**src/rtl/multicycle_alu.sv**
```systemverilog
// Registered add/sub/mul ALU with valid/ready handshakes on both sides.
// Add, sub and illegal ops finish on the accept edge; mul runs a fixed WIDTH-step shift-add loop.
module multicycle_alu #(
  parameter int WIDTH = 4
) (
  input  logic                 clk,
  input  logic                 rst,
  input  logic                 in_valid,
  output logic                 in_ready,
  input  logic [WIDTH-1:0]     a,
  input  logic [WIDTH-1:0]     b,
  input  logic                 cin,
  input  logic [1:0]           sel,
  output logic                 out_valid,
  input  logic                 out_ready,
  output logic [2*WIDTH-1:0]   result,
  output logic                 cout,
  output logic                 err
);

  localparam int CW = (WIDTH > 2) ? $clog2(WIDTH) : 1;

  typedef enum logic [1:0] {S_IDLE, S_MUL, S_DONE} state_t;

  state_t               state_q;
  logic                 in_ready_q;
  logic                 out_valid_q;
  logic [2*WIDTH-1:0]   result_q;
  logic                 cout_q;
  logic                 err_q;
  logic [2*WIDTH-1:0]   mcand_q;
  logic [WIDTH-1:0]     mplier_q;
  logic [2*WIDTH-1:0]   acc_q;
  logic [CW-1:0]        count_q;

  logic [WIDTH:0]       sum_w;
  logic [WIDTH:0]       diff_w;
  logic [2*WIDTH-1:0]   addend;
  logic [2*WIDTH-1:0]   acc_d;

  always_comb begin
    sum_w  = {1'b0, a} + {1'b0, b} + (WIDTH+1)'(cin);
    // The (W+1)-bit wrap leaves the borrow in the top bit.
    diff_w = {1'b0, a} - {1'b0, b} - (WIDTH+1)'(cin);
    addend = mplier_q[0] ? (mcand_q << count_q) : '0;
    acc_d  = acc_q + addend;
  end

  always_ff @(posedge clk) begin
    if (rst) begin
      state_q     <= S_IDLE;
      in_ready_q  <= 1'b1;
      out_valid_q <= 1'b0;
      result_q    <= '0;
      cout_q      <= 1'b0;
      err_q       <= 1'b0;
      mcand_q     <= '0;
      mplier_q    <= '0;
      acc_q       <= '0;
      count_q     <= '0;
    end else begin
      case (state_q)
        S_IDLE: begin
          if (in_valid) begin
            in_ready_q <= 1'b0;
            case (sel)
              2'b00: begin
                result_q    <= {{WIDTH{1'b0}}, sum_w[WIDTH-1:0]};
                cout_q      <= sum_w[WIDTH];
                err_q       <= 1'b0;
                out_valid_q <= 1'b1;
                state_q     <= S_DONE;
              end
              2'b01: begin
                result_q    <= {{WIDTH{1'b0}}, diff_w[WIDTH-1:0]};
                cout_q      <= diff_w[WIDTH];
                err_q       <= 1'b0;
                out_valid_q <= 1'b1;
                state_q     <= S_DONE;
              end
              2'b10: begin
                mcand_q  <= {{WIDTH{1'b0}}, a};
                mplier_q <= b;
                acc_q    <= '0;
                count_q  <= '0;
                state_q  <= S_MUL;
              end
              default: begin
                result_q    <= '0;
                cout_q      <= 1'b0;
                err_q       <= 1'b1;
                out_valid_q <= 1'b1;
                state_q     <= S_DONE;
              end
            endcase
          end
        end
        S_MUL: begin
          acc_q    <= acc_d;
          mplier_q <= mplier_q >> 1;
          count_q  <= count_q + CW'(1);
          // The final step publishes the sum directly so mul latency is WIDTH+1.
          if (count_q == CW'(WIDTH - 1)) begin
            result_q    <= acc_d;
            cout_q      <= 1'b0;
            err_q       <= 1'b0;
            out_valid_q <= 1'b1;
            state_q     <= S_DONE;
          end
        end
        S_DONE: begin
          if (out_ready) begin
            out_valid_q <= 1'b0;
            in_ready_q  <= 1'b1;
            state_q     <= S_IDLE;
          end
        end
        default: state_q <= S_IDLE;
      endcase
    end
  end

  assign in_ready  = in_ready_q;
  assign out_valid = out_valid_q;
  assign result    = result_q;
  assign cout      = cout_q;
  assign err       = err_q;

endmodule

```
**config.mk**
```make
export PLATFORM = sky130hd
export DESIGN_NAME = multicycle_alu
export DESIGN_NICKNAME = d
export VERILOG_FILES = /design/src/rtl/multicycle_alu.sv
export SDC_FILE = /design/constraint.sdc
export NUM_CORES = 1
export LEC_CHECK = 0
export CAP_MARGIN = 20
export CORE_ASPECT_RATIO = 1.4
export CORE_MARGIN = 2
export CORE_UTILIZATION = 26
export DETAILED_ROUTE_END_ITERATION = 8
export PLACE_DENSITY_LB_ADDON = 0.2
export RECOVER_POWER = 25
export SKIP_LAST_GASP = 1
export SYNTH_ARGS = -nofsm -noshare
export SYNTH_HDL_FRONTEND = slang
export SYNTH_SLANG_ARGS = --single-unit
```
**constraint.sdc**
```tcl
create_clock -name clk -period 3.7 [get_ports clk]
set_input_delay 0.37 -clock clk [delete_from_list [all_inputs] [get_ports clk]]
set_output_delay 0.37 -clock clk [all_outputs]
set_load 0.02 [all_outputs]
```
[Word level (Yosys, flattened, before mapping)]
Index checks and enable logic that the tools add are counted.
Word-level totals
  register bits after elaboration: 32
  input bits: 15
  word-level logic and storage cells: 73
Cells by class
  add/subtract/negate cells: 6
  equality and inequality tests: 10
  shift-type cells: 1
  muxes and demuxes: 34
  reductions and logical operators: 12
Operators by type and width (number)
  $mux 8: 5
  $pmux 8 s2: 2
  $pmux 8 s3: 1
  $mux 2: 6
  $reduce_and 3->1: 4
  $mux 1: 9
  $add 8x8->8: 1
  $mux 4: 2
  $ne 2x2->1 const B: 4
  $pmux 1 s2: 4
  $pmux 4 s2: 1
  $shl 4x2->8: 1
  $eq 2x2->1 const B: 3
  $pmux 1 s3: 2
  $pmux 2 s3: 1
  $add 4x4->5: 1
  $add 5x1->5: 1
  $reduce_and 5->1: 1
  $sub 4x4->5: 1
  $sub 5x1->5: 1
  $eq 2x1->1 const B: 2
  $logic_not 2->1: 2
  $pmux 2 s2: 1
  $reduce_and 4->1: 1
  other kinds (5): 6

[Depth between registers and ports, before layout]
Gate-level depths: netlist (run 1).
  word-level depth: 5
  depth in mapped cells: 11

[Worst setup path after synthesis (run 1)]
Ideal clock, no wire load.
  path kind: register to register
  start: register count_q[0]
  end: register acc_q[6]
  library setup time: 116 ps
  data arrival time: 2456 ps
  required time: 3584 ps
  slack: 1128 ps
  stages on the path, launching flop included: 10
  path buffers: 1
  period minus slack after synthesis: 2572 ps
  path through: dfxtp_1 > clkbuf_1 > mux2i_1 > nor3b_1 > fa_1 > a211oi_1 > o21bai_1 > a21oi_1 > mux2_2 > a31o_2
Between the ends
  cells in the longest elaborated chain, start to end: 4
Ends and longest elaborated chain
  start, declared: line 34  | logic [CW-1:0] count_q;
  start signal, assigned: line 101  | count_q <= count_q + CW'(1);
  $shl 4x2->8: line 45  | addend = mplier_q[0] ? (mcand_q << count_q) : '0;
  $mux 8: line 45
  $add 8x8->8: line 46  | acc_d = acc_q + addend;
  $pmux 8 s2: line 62  | case (state_q)
  end signal, assigned: line 59  | acc_q <= '0;
  end signal, assigned: line 84  | acc_q <= '0;
  end signal, assigned: line 99  | acc_q <= acc_d;
  end, declared: line 33  | logic [2*WIDTH-1:0] acc_q;
Every way passes these cells.
A chain may end at the register's enable or synchronous reset.

[Worst setup path in the final report (run 1)]
Same ends and word-level chain as after synthesis.

==> summary by stage, run 1 <==
Critical path
The biggest fanout along the worst timing path is 11. STA classifies the critical path endpoint as a flip-flop. The required arrival time at the worst endpoint is 3890 ps. In this design, the stage delay of the slowest critical-path cell is around 540 ps. The end of the worst register-to-register path is acc_q[6]$_SDFFE_PP0P_.

The internal reg-to-reg setup slack is about 1000 ps. The arrival time reported for the critical path endpoint is 2840 ps. By startpoint and endpoint, the worst setup path is classified as flip-flop to flip-flop. The count of cells along the worst register-to-register path is 8. The launching point of the worst reg2reg path is count_q[0]$_SDFFE_PP0P_. The critical path goes through mux2i_1 -> nor3b_1 -> fa_1 -> a211oi_1 -> o21bai_1 -> a21oi_1 -> mux2_2 -> a31o_2. The critical path startpoint category is a flip-flop. Among all stages on the critical path, the largest delay is contributed by sky130_fd_sc_hd__dfxtp_1.

Worst hold path
In this run the worst hold path is classified as flip-flop to flip-flop. The worst hold path begins at cout$_SDFFE_PP0P_. The path with the worst hold slack has its endpoint at cout$_SDFFE_PP0P_. The worst hold path passes through 2 cells.

Timing
Derived from the worst setup path, the maximum achievable clock frequency is roughly 380 MHz. The max-slew violation count is 0. The final critical path time including I/O delays and setup is between 2000 and 3000 ps. The fraction of the cycle the final worst path needs is 0.718. Setup repair after global routing left no endpoint under its margin. After routing, the total negative slack on setup checks comes to 0 ps. The maximum clock skew at final layout is about 7.3 ps. The final worst hold slack is roughly 450 ps. The worst path meets setup with roughly 1000 ps of slack. The final setup violation count is 0. Measured against its own limit, the worst slew margin works out to 0.551. The number of failing hold endpoints at the final stage is 0. For the pin with the worst max-slew slack, the measured transition is 673 ps.

Final layout
The number of nets in the layout is approximately 300. Of the cells placed in the final design, the portion with a size suffix greater than 1 is 0.0763. The filler cells instantiated in the layout total between 800 and 900. The number of antenna cells inserted is 0. Once layout is done, the placed cells without fillers occupy around 0.0025 mm^2.

The layout-stage area growth over the synthesis result is 20.5%.

Routing
The first detailed-routing pass took 4 iterations. The initial detailed-routing violation count is 40. In the final routed layout, each cell accounts on average for 13.9 um. The count of nets left with antenna violations once routing finished came out at 0. After detailed routing, the number of remaining DRC violations is 0. The final layout contains routed wiring with a total length of 5010 um. Using the TritonRoute via totals, the vias-per-cell ratio works out to 4.83.

The count of vias placed by the detailed router is 1749.

Placement
At the end of routability-driven placement, the weighted congestion stood at 0.765. The post-placement setup slack is about 1100 ps. The quantity of I/O buffers inserted on ports is 26. After legalization and detailed placement, the total HPWL measured 3740 um. Summing all placed instances gives a cell area of 0.00239 mm^2.

Global routing
In the global route stage, overall resource usage came out at 0.128. The pin count of the biggest net entering global routing is 29. The first global-routing pass estimated 8660 um of wire. Global routing finished with a remaining overflow of 0.

The via count of the first global-routing pass is approximately 1.8k. The number of antenna violations at the first check in global routing is 0.

Clock network
At the later pin of the worst-skew pair, clock insertion delay measures about 280 ps. Hold repair after CTS inserted 0 buffers. The clock transition time at the flip-flop clock pins of the worst setup and hold paths is 70 ps.

The sink count of the clock tree is 32. Clock tree synthesis inserted a total of 5 buffers. The root buffer cell is sky130_fd_sc_hd__clkbuf_8. No sink is reached through more buffers than the 2 on the longest clock path. The count of instances resized after the clock tree is built is 0. The H-tree depth reported by CTS is 2. The TritonCTS clock tree is done. In this run the post-CTS setup repair buffer count came out at 0.

Synth
Synthesis produced 239 cells. The total of warnings raised by yosys is 0. The mapped cell area is 0.00205 mm^2. The number of unique standard cell types used by synthesis is 52. For this run, asynchronously set or reset flops after synthesis account for 0. The number of enable flip-flop cells after synthesis is 0. The share of the Yosys chip area taken by registers is 0.312. For this run, the leading register cell type out of synthesis is sky130_fd_sc_hd__dfxtp_1. The number of nets in the synthesized netlist is 274.

The flip-flop and latch count after synthesis is 32. A synthesized cell averages 8.59 um^2.

Pwr
Dividing total power by cell area gives a power density of 337 mW/mm^2. The leakage power of the design is approximately 1.0 nW. The worst ir drop on vdd is about 110 uV.

Flow run
The number of maximum-capacitance constraint violations is 0.

Die
After floorplanning, the core was sized to cover 0.00770 mm^2. The number of top-level pins is 27. The vertical die dimension is 109 um.

The die area is 0.00863 mm^2. The floorplan has 38 rows. The die width is around 79 um.

The effective utilization at floorplan is 0.267.

Status
The run finished with clean final reports.
[worst max-delay path, delay by kind of cell (launching register included)]
family	cells	cell delay (ps)
mux	2	630
simple gates	1	110
compound gates	4	810
fa+ha+maj	1	460
flops	1	540
[cells in the final DEF, fill, tap and decap left out, types with 3 or more instances in the layout]
| cell type | Yosys | final |
|---|---|---|
| sky130_fd_sc_hd__a22oi_1 | 3 | 3 |
| sky130_fd_sc_hd__clkdlybuf4s50_1 | 0 | 22 |
| sky130_fd_sc_hd__nand3_1 | 10 | 10 |
| sky130_fd_sc_hd__o21ai_0 | 7 | 8 |
| sky130_fd_sc_hd__ha_1 | 15 | 15 |
| sky130_fd_sc_hd__dlygate4sd3_1 | 0 | 4 |
| sky130_fd_sc_hd__and3_1 | 3 | 3 |
| sky130_fd_sc_hd__nor2_1 | 29 | 29 |
| sky130_fd_sc_hd__a21oi_1 | 16 | 16 |
| sky130_fd_sc_hd__xnor2_1 | 3 | 3 |
| sky130_fd_sc_hd__dfxtp_1 | 32 | 32 |
| sky130_fd_sc_hd__nand2_1 | 20 | 21 |
| sky130_fd_sc_hd__o211ai_1 | 4 | 4 |
| sky130_fd_sc_hd__clkbuf_8 | 0 | 7 |
| sky130_fd_sc_hd__nor3_1 | 8 | 8 |
| sky130_fd_sc_hd__inv_1 | 12 | 12 |
| sky130_fd_sc_hd__a211oi_1 | 5 | 5 |
| sky130_fd_sc_hd__fa_1 | 5 | 5 |
| sky130_fd_sc_hd__mux2i_1 | 13 | 13 |
[kinds of logic (layout without fill, tap and decap cells)]
kind of cell,Yosys count,after routing,share of synthesized area
AND/OR/NAND/NOR,89,89,0.216
AO/OA/AOI/OAI,54,54,0.186
flip-flops,32,32,0.312
buffers and inverters,24,47,0.0500
adder cells (fa/ha/maj),20,20,0.140
multiplexers,15,15,0.0743
XOR/XNOR,5,5,0.0213
[worst max path at each step]
| stage | from | end | slack, ps | cells after the start |
|---|---|---|---|---|
| 2_1_floorplan | count_q[0]$_SDFFE_PP0P_ | acc_q[6]$_SDFFE_PP0P_ | 1130 | 9 |
| 3_3_place_gp | count_q[0]$_SDFFE_PP0P_ | acc_q[6]$_SDFFE_PP0P_ | 1080 | 8 |
| 3_5_place_dp | count_q[0]$_SDFFE_PP0P_ | acc_q[6]$_SDFFE_PP0P_ | 1050 | 8 |
| 4_1_cts | count_q[0]$_SDFFE_PP0P_ | acc_q[6]$_SDFFE_PP0P_ | 1020 | 8 |
| 5_1_grt | count_q[0]$_SDFFE_PP0P_ | acc_q[6]$_SDFFE_PP0P_ | 820 | 8 |
| 6_report | count_q[0]$_SDFFE_PP0P_ | acc_q[6]$_SDFFE_PP0P_ | 1040 | 8 |
[per-stage QoR]
step                power, W   util  instances
global route        0.000877  0.321        362
floorplan           0.000486      -        239
CTS                 0.000852  0.323        362
detailed placement  0.000549  0.311        355
global placement    0.000547  0.311        355
finish              0.000833  0.321        362
[metal layers]
layer	wire length (um)	part of all wire	global-route usage
met1	2220	0.44	0.151
met5	0	0	0
met4	118	0.024	0.0480
met2	2540	0.51	0.229
met3	135	0.027	0.0215
[synthesized netlist by cell type (4+ instances only)]
cell                       number  area share
sky130_fd_sc_hd__clkbuf_1       6       0.011
sky130_fd_sc_hd__o211ai_1       4       0.015
sky130_fd_sc_hd__ha_1          15       0.091
sky130_fd_sc_hd__a211oi_1       5       0.018
sky130_fd_sc_hd__nor2_1        29       0.053
sky130_fd_sc_hd__fa_1           5       0.049
sky130_fd_sc_hd__mux2i_1       13       0.063
sky130_fd_sc_hd__a21oi_1       16       0.039
sky130_fd_sc_hd__nand2_1       20       0.037
sky130_fd_sc_hd__nor3_1         8       0.020
sky130_fd_sc_hd__o21ai_0        7       0.017
sky130_fd_sc_hd__buf_2          4      0.0098
sky130_fd_sc_hd__inv_1         12       0.022
sky130_fd_sc_hd__nand3_1       10       0.024
sky130_fd_sc_hd__dfxtp_1       32        0.31
[sequential cells by signal, indices dropped and copies added (netlist names)]
name       count
acc_q          8
count_q        2
cout           1
err            1
in_ready       1
mcand_q        4
mplier_q       4
out_valid      1
result         8
state_q        2
[power by group]
group	internal, W	switching, W
clock network	0.000166	0.000133
logic	0.0000688	0.0000895
registers	0.000360	0.0000165
[area by class of cell]
type	instances	area (um^2)	share of cell area
Multi-Input combinational cell	183	1300	0.524
Sequential cell	32	641	0.259
Timing Repair Buffer	27	268	0.108
Tap cell	100	125	0.0506
Clock buffer	7	96.3	0.0389
Inverter	13	48.8	0.0197
No activity file was read; power rests on OpenSTA's default activity.
==> run 2: changes to the inputs <==
==> constraint.sdc (replaced) <==
create_clock -name clk -period 2.6 [get_ports clk]
set_input_delay 0.26 -clock clk [delete_from_list [all_inputs] [get_ports clk]]
set_output_delay 0.26 -clock clk [all_outputs]
set_load 0.02 [all_outputs]
==> run 2 against run 1 <==
Against the previous run:
- first-iteration DRC count is 110% higher
- worst hold slack gained 1.7 ps
- maximum frequency increased by 9.0%
- clock-buffer cell count fell by 1
- total power up 36%
- die area unchanged
- setup slack worse by 880 ps
- via count increased by 1.2%
- final area grew 1.4%
- clock skew shrank 3.9 ps
- combinational power up 48%
- critical path type unchanged
==> summary by stage, run 2 (same netlist as run 1, synthesis figures left out) <==
Timing
The least setup slack across all paths after layout is 162 ps (-880 ps). The final critical path time including I/O delays and setup is 2440 ps (-220 ps). The transition time at the pin with the least slew margin is 552 ps (-121 ps).

The final setup violation count is 0 (unchanged). The max-slew violation count came to 0 (unchanged). The fraction of the cycle the final worst path needs is 0.938 (+0.219). The number of failing hold endpoints at the final stage is 0 (unchanged). Setup repair after global routing left no endpoint under its margin. The setup total negative slack is 0 ps (unchanged).

The maximum clock skew at final layout is 3.38 ps (-3.91 ps). The fmax is 410 MHz (+9.0%). The tightest slew margin relative to the limit is 0.632 (+0.0813).

Clock network
The sink count of the clock tree was 32 (unchanged). TritonCTS built the clock tree. The maximum buffer depth of the clock tree came to 2 (unchanged). The H-tree depth reported by CTS is 2 (unchanged).

The clock transition time at the flip-flop clock pins of the worst setup and hold paths was 70 ps (about the same). The cts-stage hold buffer count is 0 (unchanged). The post-CTS setup buffer count is 0 (unchanged).

The tree is rooted in a sky130_fd_sc_hd__clkbuf_8. The insertion delay of the later-clocked pin in the worst-skew pair is 280 ps (about the same). The CTS buffer count is 5 (unchanged).

Die
The die area is 0.00863 mm^2 (unchanged). The number of top-level pins was 27 (unchanged). The effective utilization at floorplan was 0.267 (unchanged). The die width was 79.1 um (unchanged). The row count is 38 (unchanged). The area of the core region is 0.00770 mm^2 (unchanged). The vertical die dimension came to 109 um (unchanged).

Critical path
The required arrival time at the worst endpoint came to 2780 ps (-1110 ps). The critical path is of the flip-flop to flip-flop type. Grouping stages by cell kind, the critical path spends the most delay in compound AO/OA/AOI/OAI gates.

The worst setup path is captured at a flip-flop. The arrival time reported for the critical path endpoint was 2620 ps (-220 ps). STA classifies the critical path startpoint as a flip-flop.

The biggest fanout along the worst timing path is 9 (-2). The signal on the critical path passes through mux2i_2 -> nor3b_1 -> fa_1 -> a211oi_2 -> o21bai_1 -> a21oi_1 -> mux2_2 -> a31o_2. The delay of the slowest cell on the worst path is 470 ps (-70 ps).

The slowest cell on the critical path is sky130_fd_sc_hd__fa_1. The count of buffer and inverter cells on the critical path is 0 (unchanged). The launching point of the worst reg2reg path is count_q[0]$_SDFFE_PP0P_. The launch point of the worst path is count_q[0]$_SDFFE_PP0P_.

Final layout
The finished layout cell area is 0.00251 mm^2 (+1.4%). In the layout the commonest cells are sky130_fd_sc_hd__dfxtp_1 (30), sky130_fd_sc_hd__nor2_1 (29), sky130_fd_sc_hd__clkdlybuf4s50_1 (23). The number of nets in the layout is 303 (+2.0%). The most common cell after layout, fill and taps aside is sky130_fd_sc_hd__dfxtp_1. The number of antenna cells inserted came to 0 (unchanged). The layout-stage area growth over the synthesis result is 22.2%. The fraction of layout instances using a drive strength above 1 was 0.101 (+0.0244).

Routing
The total wire length is 5010 um (-0.16%). The routed wirelength normalized by instance count is 13.6 um (-1.8%). The number of nets still failing antenna checks after routing was 0 (unchanged). The post-route DRC violation count was 0 (unchanged).

The count of vias placed by the detailed router is 1770 (+1.2%). The detailed-routing iteration count for the pre-antenna-repair pass came to 4 (unchanged). The initial detailed-routing violation count is 82 (+110%).

The post-detailed-route via-to-cell ratio was 4.81 (-0.45%).

Global routing
The pin count of the biggest net entering global routing is 29 (unchanged). The via count of the first global-routing pass came to 1776 (-1.3%). The sum of overflow across all layers after global routing is 0 (unchanged).

The combined global-route utilization of all metal layers is 0.126 (-0.00151). The number of antenna violations at the first check in global routing is 0 (unchanged). The wire length of the first global-routing pass is 8510 um (-1.7%).

Placement
The quantity of I/O buffers inserted on ports is 26 (unchanged). The final estimated routing congestion in global placement is 0.765 (about the same). The post-placement setup slack is 11.7 ps (-1040 ps). The HPWL reported at the end of detailed placement was 3850 um (+2.8%). The placed cell area is 0.00244 mm^2 (+1.9%).

Worst hold path
The classification of the worst-slack hold path is flip-flop to flip-flop. The startpoint identified for the worst hold timing path is err$_SDFFE_PP0P_.

Pwr
The leakage power of the design is 1.03 nW (+1.9%). The power density over the cells is 452 mW/mm^2 (+34%). The worst ir drop on vdd is 164 uV (+51%).

Status
The run finished with clean final reports.

Flow run
The number of maximum-capacitance constraint violations came to 0 (unchanged).
run 2: area by class of cell:
type	count	area, um^2
flip-flops and latches	32	646
fillers	857	5190
inverters	13	48.8
clock buffers	6	72.6
clock inverters	1	5.00
repair buffers	33	309
well taps	100	125
multi-input cells	183	1300
run 2: worst register-to-register path: stages, from the launching register on:
cell and delay (ps):
sky130_fd_sc_hd__dfxtp_2 430, sky130_fd_sc_hd__mux2i_2 250, sky130_fd_sc_hd__nor3b_1 110, sky130_fd_sc_hd__fa_1 470, sky130_fd_sc_hd__a211oi_2 210, sky130_fd_sc_hd__o21bai_1 100
sky130_fd_sc_hd__a21oi_1 210, sky130_fd_sc_hd__mux2_2 360, sky130_fd_sc_hd__a31o_2 210
run 2: power breakdown:
| group | internal, W | switching (W) | total (W) |
|---|---|---|---|
| combinational | 0.000105 | 0.000129 | 0.000234 |
| sequential | 0.000512 | 0.0000230 | 0.000535 |
| clock | 0.000182 | 0.000183 | 0.000364 |
| total | 0.000798 | 0.000335 | 0.00113 |
run 2: repair_timing:
action,CTS,global route
endpoints found under the hold margin,0,0
pin swaps,0,0
endpoints found under the setup margin,1,4
resized for setup,1,4
run 2: final timing paths:
kind / slack (ps) / to / depth (start not counted)
max: 160 / acc_q[6]$_SDFFE_PP0P_ / 8
min: 450 / err$_SDFFE_PP0P_ / 2
max reg2reg: 160 / acc_q[6]$_SDFFE_PP0P_ / 8
min reg2reg: 450 / err$_SDFFE_PP0P_ / 2
run 2: per-stage QoR:
| step | utilization | total power, W | hold WS, ps | cells |
|---|---|---|---|---|
| final | 0.326 | 0.00113 | 451 | 368 |
| after global placement | 0.316 | 0.000787 | 445 | 361 |
| after global routing | 0.326 | 0.00120 | 479 | 368 |
| after floorplan | - | 0.000691 | 404 | 239 |
| after CTS | 0.327 | 0.00116 | 454 | 368 |
| after detailed placement | 0.316 | 0.000789 | 447 | 361 |
run 2: routing by layer:
layer / track usage / up-vias / share of wire
met5: 0 / - / 0
met4: 0.0505 / 0 / 0.022
met3: 0.0207 / 10 / 0.026
met2: 0.226 / 42 / 0.51
met1: 0.149 / 816 / 0.44
li1: - / 902 / -
